### src/rtl/mem_defs.sv
// Shared data-memory definitions: store op encodings, store FSM
// states and the alignment check shared with the load-extension unit.
package mem_defs;

  localparam logic [1:0] SOP_SW = 2'b00;
  localparam logic [1:0] SOP_SH = 2'b01;
  localparam logic [1:0] SOP_SB = 2'b10;

  localparam logic [2:0] ST_IDLE  = 3'd0;
  localparam logic [2:0] ST_READ  = 3'd1;
  localparam logic [2:0] ST_CAPT  = 3'd2;
  localparam logic [2:0] ST_WRITE = 3'd3;
  localparam logic [2:0] ST_ERR   = 3'd4;

  // Reserved encodings are never aligned, so they fall into the error path.
  function automatic logic is_aligned(
    input logic [1:0] sop,
    input logic [1:0] off
  );
    logic ok;
    ok = 1'b0;
    unique case (sop)
      SOP_SW:  ok = (off == 2'b00);
      SOP_SH:  ok = !off[0];
      SOP_SB:  ok = 1'b1;
      default: ok = 1'b0;
    endcase
    return ok;
  endfunction

endpackage

### src/rtl/store_merge.sv
// Combinational lane merge: places a truncated store value into
// the old memory word and reports which byte lanes changed.
module store_merge
  import mem_defs::*;
(
  input  logic [31:0] old,
  input  logic [31:0] data,
  input  logic [1:0]  SOp,
  input  logic [1:0]  lane,
  output logic [31:0] wdata,
  output logic [3:0]  be
);

  always_comb begin
    wdata = old;
    be    = 4'b0000;
    unique case (SOp)
      SOP_SW: begin
        wdata = data;
        be    = 4'b1111;
      end
      SOP_SH: begin
        if (lane[1]) begin
          wdata = {data[15:0], old[15:0]};
          be    = 4'b1100;
        end else begin
          wdata = {old[31:16], data[15:0]};
          be    = 4'b0011;
        end
      end
      SOP_SB: begin
        be = 4'b0001 << lane;
        for (int i = 0; i < 4; i++) begin
          if (lane == i[1:0]) wdata[8*i +: 8] = data[7:0];
        end
      end
      default: begin
        wdata = old;
        be    = 4'b0000;
      end
    endcase
  end

endmodule

### src/rtl/store_rmw.sv
// Store narrowing unit: sw writes directly, sh/sb do read-modify-write
// against a word RAM without byte enables.
module store_rmw
  import mem_defs::*;
#(
  parameter int ADDR_WIDTH = 32
) (
  input  logic                  clk,
  input  logic                  reset,
  input  logic                  req_valid,
  output logic                  req_ready,
  input  logic [ADDR_WIDTH-1:0] req_addr,
  input  logic [31:0]           req_data,
  input  logic [1:0]            SOp,
  output logic [ADDR_WIDTH-1:0] mem_addr,
  output logic                  mem_re,
  input  logic [31:0]           mem_rdata,
  output logic                  mem_we,
  output logic [31:0]           mem_wdata,
  output logic [3:0]            mem_be,
  output logic                  done,
  output logic                  err
);

  logic [2:0]            r_state;
  logic [ADDR_WIDTH-1:0] r_addr;
  logic [31:0]           r_data;
  logic [1:0]            r_sop;
  logic [31:0]           r_old;

  logic [2:0]  w_next;
  logic        w_accept;
  logic        w_we;
  logic [31:0] w_wdata;
  logic [3:0]  w_be;

  assign w_accept = req_valid && (r_state == ST_IDLE);

  always_comb begin
    w_next = r_state;
    unique case (r_state)
      ST_IDLE: begin
        if (w_accept) begin
          if (!is_aligned(SOp, req_addr[1:0])) w_next = ST_ERR;
          else if (SOp == SOP_SW)             w_next = ST_WRITE;
          else                                w_next = ST_READ;
        end
      end
      ST_READ:  w_next = ST_CAPT;
      ST_CAPT:  w_next = ST_WRITE;
      ST_WRITE: w_next = ST_IDLE;
      ST_ERR:   w_next = ST_IDLE;
      default:  w_next = ST_IDLE;
    endcase
  end

  always_ff @(posedge clk) begin
    if (reset) begin
      r_state <= ST_IDLE;
      r_addr  <= '0;
      r_data  <= '0;
      r_sop   <= SOP_SW;
      r_old   <= '0;
    end else begin
      r_state <= w_next;
      if (w_accept) begin
        r_addr <= req_addr;
        r_data <= req_data;
        r_sop  <= SOp;
      end
      if (r_state == ST_CAPT) r_old <= mem_rdata;
    end
  end

  store_merge u_merge (
    .old   (r_old),
    .data  (r_data),
    .SOp   (r_sop),
    .lane  (r_addr[1:0]),
    .wdata (w_wdata),
    .be    (w_be)
  );

  // Strobes are masked by reset so an in-flight write is dropped.
  assign w_we      = (r_state == ST_WRITE) && !reset;
  assign req_ready = (r_state == ST_IDLE);
  assign mem_addr  = {r_addr[ADDR_WIDTH-1:2], 2'b00};
  assign mem_re    = (r_state == ST_READ) && !reset;
  assign mem_we    = w_we;
  assign mem_wdata = w_we ? w_wdata : 32'h0;
  assign mem_be    = w_we ? w_be : 4'h0;
  assign done      = (w_we || (r_state == ST_ERR)) && !reset;
  assign err       = (r_state == ST_ERR) && !reset;

endmodule

### config.mk
export PLATFORM = sky130hd
export DESIGN_NAME = store_rmw
export DESIGN_NICKNAME = d
export VERILOG_FILES = /design/src/rtl/mem_defs.sv /design/src/rtl/store_merge.sv /design/src/rtl/store_rmw.sv
export SDC_FILE = /design/constraint.sdc
export NUM_CORES = 1
export LEC_CHECK = 0
export ABC_AREA = 1
export CORE_UTILIZATION = 46
export DETAILED_ROUTE_END_ITERATION = 6
export HOLD_SLACK_MARGIN = 0.02
export PLACE_DENSITY = 0.86
export RECOVER_POWER = 25
export SYNTH_ARGS = -nofsm -noshare
export SYNTH_HDL_FRONTEND = slang
export SYNTH_SLANG_ARGS = --single-unit
export TNS_END_PERCENT = 100
### constraint.sdc
create_clock -name clk -period 1.5 [get_ports clk]
set_input_delay 0.3 -clock clk [delete_from_list [all_inputs] [get_ports clk]]
set_output_delay 0.3 -clock clk [all_outputs]
set_load 0.02 [all_outputs]
==> qor.csv, run 1 <==
metric,value,unit
critical-path cell list,"buf_6, nand2_4, buf_6, nand2_1, nand3_1, nand3_1, nand2_1, nand2_1, buf_6",
DR iter-0 viols,1170,
final-report hold violation count,0,
setup violators final,131,
Yosys top cell area share,38.3,%
met1 Use GR,35.9,%
final setup margin,-0.674,ns
area of the die,11900,sq um
"EDFF count, synth",0,
FP Rows,38,
DR pass1 iterations,7,
Critical Path Source Type,register,
CTS tree,yes,
Slew Limit Fails,0,
GR peak layer,met2,
#FFs+latches synth,101,
Layout Cells excl Fill,1176,
GR Util met3,9.32,%
post-synthesis adder-cell area fraction,0,%
main flop type after synthesis,dfxtp_1,
cell taking the most area after synthesis,dfxtp_1,
pin count of the biggest net entering global routing,52,
crit-path max FO,8,
wire per inst,25.5,microns
Compound-Gate Fraction of Synth Area,14.0,%
CTS Sinks,101,
cell area after synthesis,5280,sq um
share of post-route cells with drive strength above 1,43.2,%
critical path's largest stage delay,0.40,ns
most frequent cell after synthesis,nand2_1,
synthesized instance count,799,
first-pass GRT wire length,28.8,mm
largest cells by area after synthesis,"dfxtp_1 (38%), nand2_1 (14%), nand3_1 (11%), a21oi_1 (10%), buf_4 (5.7%)",
root buf cell,clkbuf_16,
Num CTS Buffers,9,
max_cap viols,0,
Initial Util,48.0,%
DP HPWL,12.2,mm
Final #Nets,1131,
P_leak,4.22,nW
Syn-to-layout area delta,84.6,%
failing checks,"design-rule violations, negative setup slack",
# hold bufs at CTS,0,
vias per std cell,6.45,
hold crit path type,primary input to register,
Worst-path clk slew,0.09,ns
chip width,109,microns
antenna-violating nets left,0,
CP Capture Type,primary output,
via count,7583,
Final Instance Area,9740,sq um
Synth cell types,24,
Worst EP arrival,1.87,ns
largest family of logic cells by synthesized area,simple AND/OR/NAND/NOR gates,
Setup TNS,-31.96,ns
Simple-Gate Fraction of Synth Area,33.4,%
clk_lat worst skew,0.38,ns
gp weighted congestion,0.968,
initial antenna violation count,1,
CTS HTree Levels,3,
worst setup path class,register to primary output,
synth warn,0,
Placed Cells,1108,
fraction of registers with async set/reset,0,%
RSZ-0062 raised after global routing,yes,
number of global-route vias before repair,6040,
fin crit period,2.17,ns
met2 global-route usage,51.1,%
Die Ht,109,microns
"Seq/Total Area, Yosys",38.3,%
"Avg Cell Area, Syn",6.60,sq um
Fmax achieved,0.460,GHz
DRC,94,
"Slowest-stage cell, CP",dfxtp_4,
multiplexer share of the synthesized area,0,%
Final Cycle Share,145,%
I/O Buffers,171,
WP data required,1.20,ns
I/O Pins,174,
clk_skew,0.0119,ns
XOR/XNOR Fraction of Synth Area,0,%
"Cell Area, Placed",7500,sq um
VDD IR max,0.831,mV
status,"finished, violations left",
Bufs on Longest Clock Path,2,
final wirelength,29.9,mm
GRT Total Usage,31.1,%
core region area,11000,sq um
worst slew pin tran,0.725,ns
Synth top cells by count,"nand2_1 (198), nand3_1 (114), a21oi_1 (107)",
Rel. slew slack,51.6,%
pwr/cell area,870,nW/um^2
global route overflow,0,
-- logic make-up (layout without fill, tap and decap cells) --
family | count (synthesis) | in the layout
simple gates | 404 | 407
buf+inv | 147 | 379
compound gates | 146 | 146
flops | 101 | 101
other cells | 1 | 3
-- metal layers --
metal	wire length, microns	share of wire [%]
met3	3890	13
met2	13100	44
met1	9720	32
met4	3180	11
met5	28	0.094
-- placed cells by master, fill, tap and decap left out, drive strengths merged --
| master | count |
|---|---|
| nand2 | 204 |
| buf | 159 |
| nand3 | 116 |
| a21oi | 108 |
| dfxtp | 101 |
| clkdlybuf4s50 | 98 |
| nor2 | 68 |
| inv | 66 |
| o21ai | 36 |
| dlygate4sd2 | 30 |
| clkbuf | 20 |
| nand4 | 17 |
| clkinv | 5 |
| a211oi | 2 |
| conb | 2 |
| nor3 | 2 |
| diode | 1 |
| clkinvlp | 1 |
-- final timing paths --
path	from	end	slack [ns]	cells after the start
max	r_addr[1]$_SDFFE_PP0P_	mem_wdata[28]	-0.67	9
min	reset	r_data[14]$_SDFFE_PP0P_	0.47	3
max reg2reg	r_state[1]$_SDFFE_PP0P_	r_sop[0]$_SDFFE_PP0P_	-0.19	10
min reg2reg	r_addr[2]$_SDFFE_PP0P_	r_addr[2]$_SDFFE_PP0P_	0.47	2
-- worst max-delay path: cells and delay by family, from the launching register on --
family	cells	cell delay [ns]
flip-flops	1	0.40
AND/OR/NAND/NOR	6	0.64
buffers and inverters	3	0.43
-- area by class of cell --
cell class / instances / area, sq um
diodes: 1 / 2.50
clock buffers: 9 / 225
clock inverters: 7 / 71.3
fillers: 402 / 1240
inverters: 65 / 284
multi-input cells: 555 / 3710
flip-flops and latches: 101 / 2040
well taps: 140 / 175
repair buffers: 298 / 3230
-- registers in the layout, summed over array words and instances, names as in the netlist --
name and flops:
r_state 3, r_data 32, r_sop 2, r_addr 32
r_old 32
-- what timing repair did --
action / CTS / global route
pin swaps: 34 / 84
buffers inserted: 8 / 27
cloned: 3 / 17
resized for setup: 353 / 275
endpoints found under the setup margin: 139 / 110
-- per-stage QoR --
stage / utilization [%] / hold WS [ns] / total power, mW / setup slack, ns
CTS: 74.3 / 0.400 / 7.16 / -0.448
finish: 88.7 / 0.466 / 8.47 / -0.674
detailed placement: 68.3 / 0.455 / 4.74 / -0.681
global placement: 68.3 / 0.448 / 4.71 / -0.631
global route: 88.7 / 0.466 / 8.63 / -0.883
floorplan: - / 0.439 / 4.02 / -0.0347
-- where the power goes --
group | internal [mW] | switching [mW] | total [mW]
sequential | 2.88 | 0.233 | 3.11
clock | 1.17 | 1.25 | 2.42
combinational | 1.34 | 1.60 | 2.94
total | 5.39 | 3.08 | 8.47
Note: power is estimated with default switching activity, not from simulation.
==> run 2: changes to the inputs <==
--- a/config.mk
+++ b/config.mk
@@ -8,6 +8,7 @@
 export ABC_AREA = 1
 export CORE_UTILIZATION = 46
 export DETAILED_ROUTE_END_ITERATION = 6
+export GPL_ROUTABILITY_DRIVEN = 0
 export HOLD_SLACK_MARGIN = 0.02
 export PLACE_DENSITY = 0.86
 export RECOVER_POWER = 25
==> run 2 against run 1 <==
Compared with the run above: the flow finishes with violations (negative setup slack); cell area down 12%; clock power up 2%; wire length shrank 26%; die area unchanged; cell count fell by 1.8%; hold slack worse by 0.12 ns; setup slack worse by 0.11 ns; total power decreased by 11%; sequential cell count stayed put; largest power group unchanged.
==> qor.csv, run 2 (synthesis gave the netlist of run 1 again) <==
metric,value,unit,change
clk_lat worst skew,0.36,ns,-0.02 ns
hold crit path type,primary input to register,,
wire per inst,19.3,microns,-24%
vias per std cell,5.81,,-9.9%
GRT Total Usage,33.8,%,+2.7 points
final-report hold violation count,0,,unchanged
CTS tree,yes,,
"commonest non-fill, non-tap cell in the layout",nand2_1,,
DRC,0,,-100%
DP HPWL,12.1,mm,-1.0%
Initial Util,48.0,%,unchanged
setup violators final,58,,-56%
Die Ht,109,microns,unchanged
Worst-path clk slew,0.07,ns,-0.02 ns
P_leak,3.82,nW,-9.4%
first-pass GRT wire length,30.8,mm,+7.2%
chip width,109,microns,unchanged
Worst EP arrival,1.99,ns,+0.12 ns
DR iter-0 viols,876,,-25%
worst setup path class,register to primary output,,
WP data required,1.20,ns,about the same
Syn-to-layout area delta,62.5,%,
fin crit period,2.29,ns,+0.114 ns
Fmax achieved,0.437,GHz,-5.0%
Largest regs,"r_addr x32, r_data x32, r_old x32",,
Hold Path Origin,req_valid,,
pwr/cell area,883,nW/um^2,+1.5%
Final #Nets,1111,,-1.8%
VDD IR max,1.09,mV,+32%
Rel. slew slack,63.8,%,+12 points
pin count of the biggest net entering global routing,51,,-1.9%
global route overflow,0,,unchanged
# hold bufs at CTS,0,,unchanged
Slew Limit Fails,0,,unchanged
I/O Buffers,171,,unchanged
FP Rows,38,,unchanged
CP Capture Type,primary output,,
Antenna Cells,0,,-1
final setup margin,-0.788,ns,-0.114 ns
worst r2r path cells,9,,-1
worst hold stages,3,,unchanged
via count,6708,,-12%
Final Cycle Share,153,%,+7.6 points
Num CTS Buffers,9,,unchanged
root buf cell,clkbuf_16,,
number of global-route vias before repair,6236,,+3.2%
Critical Path Source Type,register,,
pre-CTS setup slack,-0.708,ns,-0.0268 ns
Worst R2R Start,r_state[0]$_SDFFE_PP0P_,,
initial antenna violation count,0,,-1
max_cap viols,0,,unchanged
CTS HTree Levels,3,,unchanged
WHS Endpoint,r_addr[7]$_SDFFE_PP0P_,,
"commonest non-fill, non-tap cells in the layout","nand2_1 (168), nand3_1 (105), clkdlybuf4s50_1 (98)",,
Worst R2R Setup Slack,-0.13,ns,+0.06 ns
Bufs on Longest Clock Path,2,,unchanged
RSZ-0062 raised after global routing,yes,,
Setup TNS,-19.97,ns,+11.98 ns
crit-path max FO,8,,unchanged
status,"finished, violations left",,
FF-to-FF End,r_data[26]$_SDFFE_PP0P_,,
core region area,11000,sq um,unchanged
CTS Sinks,101,,unchanged
final wirelength,22.3,mm,-26%
DR pass1 iterations,6,,-1
failing checks,negative setup slack,,
share of post-route cells with drive strength above 1,28.3,%,-15 points
I/O Pins,174,,unchanged
antenna-violating nets left,0,,unchanged
area of the die,11900,sq um,unchanged
worst slew pin tran,0.543,ns,-0.182 ns
clk_skew,0.00916,ns,-0.00275 ns
-- run 2: cell count changes in the layout (fill, tap and decap cells not counted), sizes merged --
cell    before  now
buf        159  149
bufbuf       0    1
bufinv       0    1
clkbuf      20   12
diode        1    0
inv         66   65
nand2      204  203
nor2        68   66
-- run 2: layout make-up --
type                       count  area [sq um]
multi-input combinational    552          2950
timing repair buffer         280          2820
fill                         679          2410
sequential                   101          2040
inverter                      65           284
clock buffer                  10           229
tap                          140           175
clock inverter                 6          77.6
timing repair inverter         1          5.00
-- run 2: stage by stage --
step	power [mW]	utilization [%]	hold WS, ns	std cells	cell area [sq um]
6_report	7.57	78.0	0.342	1155	8570
4_1_cts	7.27	75.1	0.338	1144	8250
3_3_place_gp	4.70	68.4	0.448	1110	7510
5_1_grt	7.84	78.0	0.353	1155	8570
3_5_place_dp	4.73	68.4	0.451	1110	7510
2_1_floorplan	4.02	-	0.439	800	5430
-- run 2: critical path: stages (launching register included) --
cell,delay (ns)
dfxtp_4,0.38
buf_4,0.16
nand2_4,0.07
buf_6,0.13
nand2_1,0.16
nand3_2,0.22
nand3_1,0.18
nand2_1,0.09
nand2_1,0.09
buf_4,0.15
-- run 2: what timing repair did --
item	in CTS	in global routing
resized for setup	361	70
pin swaps	30	22
setup buffers	17	11
endpoints found under the setup margin	138	125
gates cloned	1	2
-- run 2: how the worst max path moves through the flow --
stage                      startpoint             to  slack [ns]  cells past startpoint
3_3_place_gp    r_sop[1]$_SDFFE_PP0P_   mem_wdata[9]       -0.67                      7
4_1_cts         r_sop[0]$_SDFFE_PP0P_      mem_be[3]       -0.42                      7
2_1_floorplan                   reset      mem_be[2]       -0.03                      5
6_report       r_addr[1]$_SDFFE_PP0P_  mem_wdata[28]       -0.79                      9
5_1_grt         r_sop[0]$_SDFFE_PP0P_  mem_wdata[13]       -0.82                      8
3_5_place_dp    r_sop[0]$_SDFFE_PP0P_   mem_wdata[9]       -0.71                      8
-- run 2: routing by layer --
metal | vias up | wire length [microns] | global-route usage (%)
met3 | 156 | 2480 | 9.44
met5 | - | 0 | 0
met1 | 3041 | 8010 | 39.4
li1 | 3000 | - | -
met4 | 0 | 1620 | 19.2
met2 | 511 | 10200 | 55.4
-- run 2: power by group --
| group | leakage (nW) | switching (mW) | internal, mW |
|---|---|---|---|
| Clock | 0.147 | 1.13 | 1.33 |
| Combinational | 2.84 | 1.11 | 0.965 |
| Sequential | 0.830 | 0.166 | 2.88 |
| Total | 3.82 | 2.40 | 5.17 |
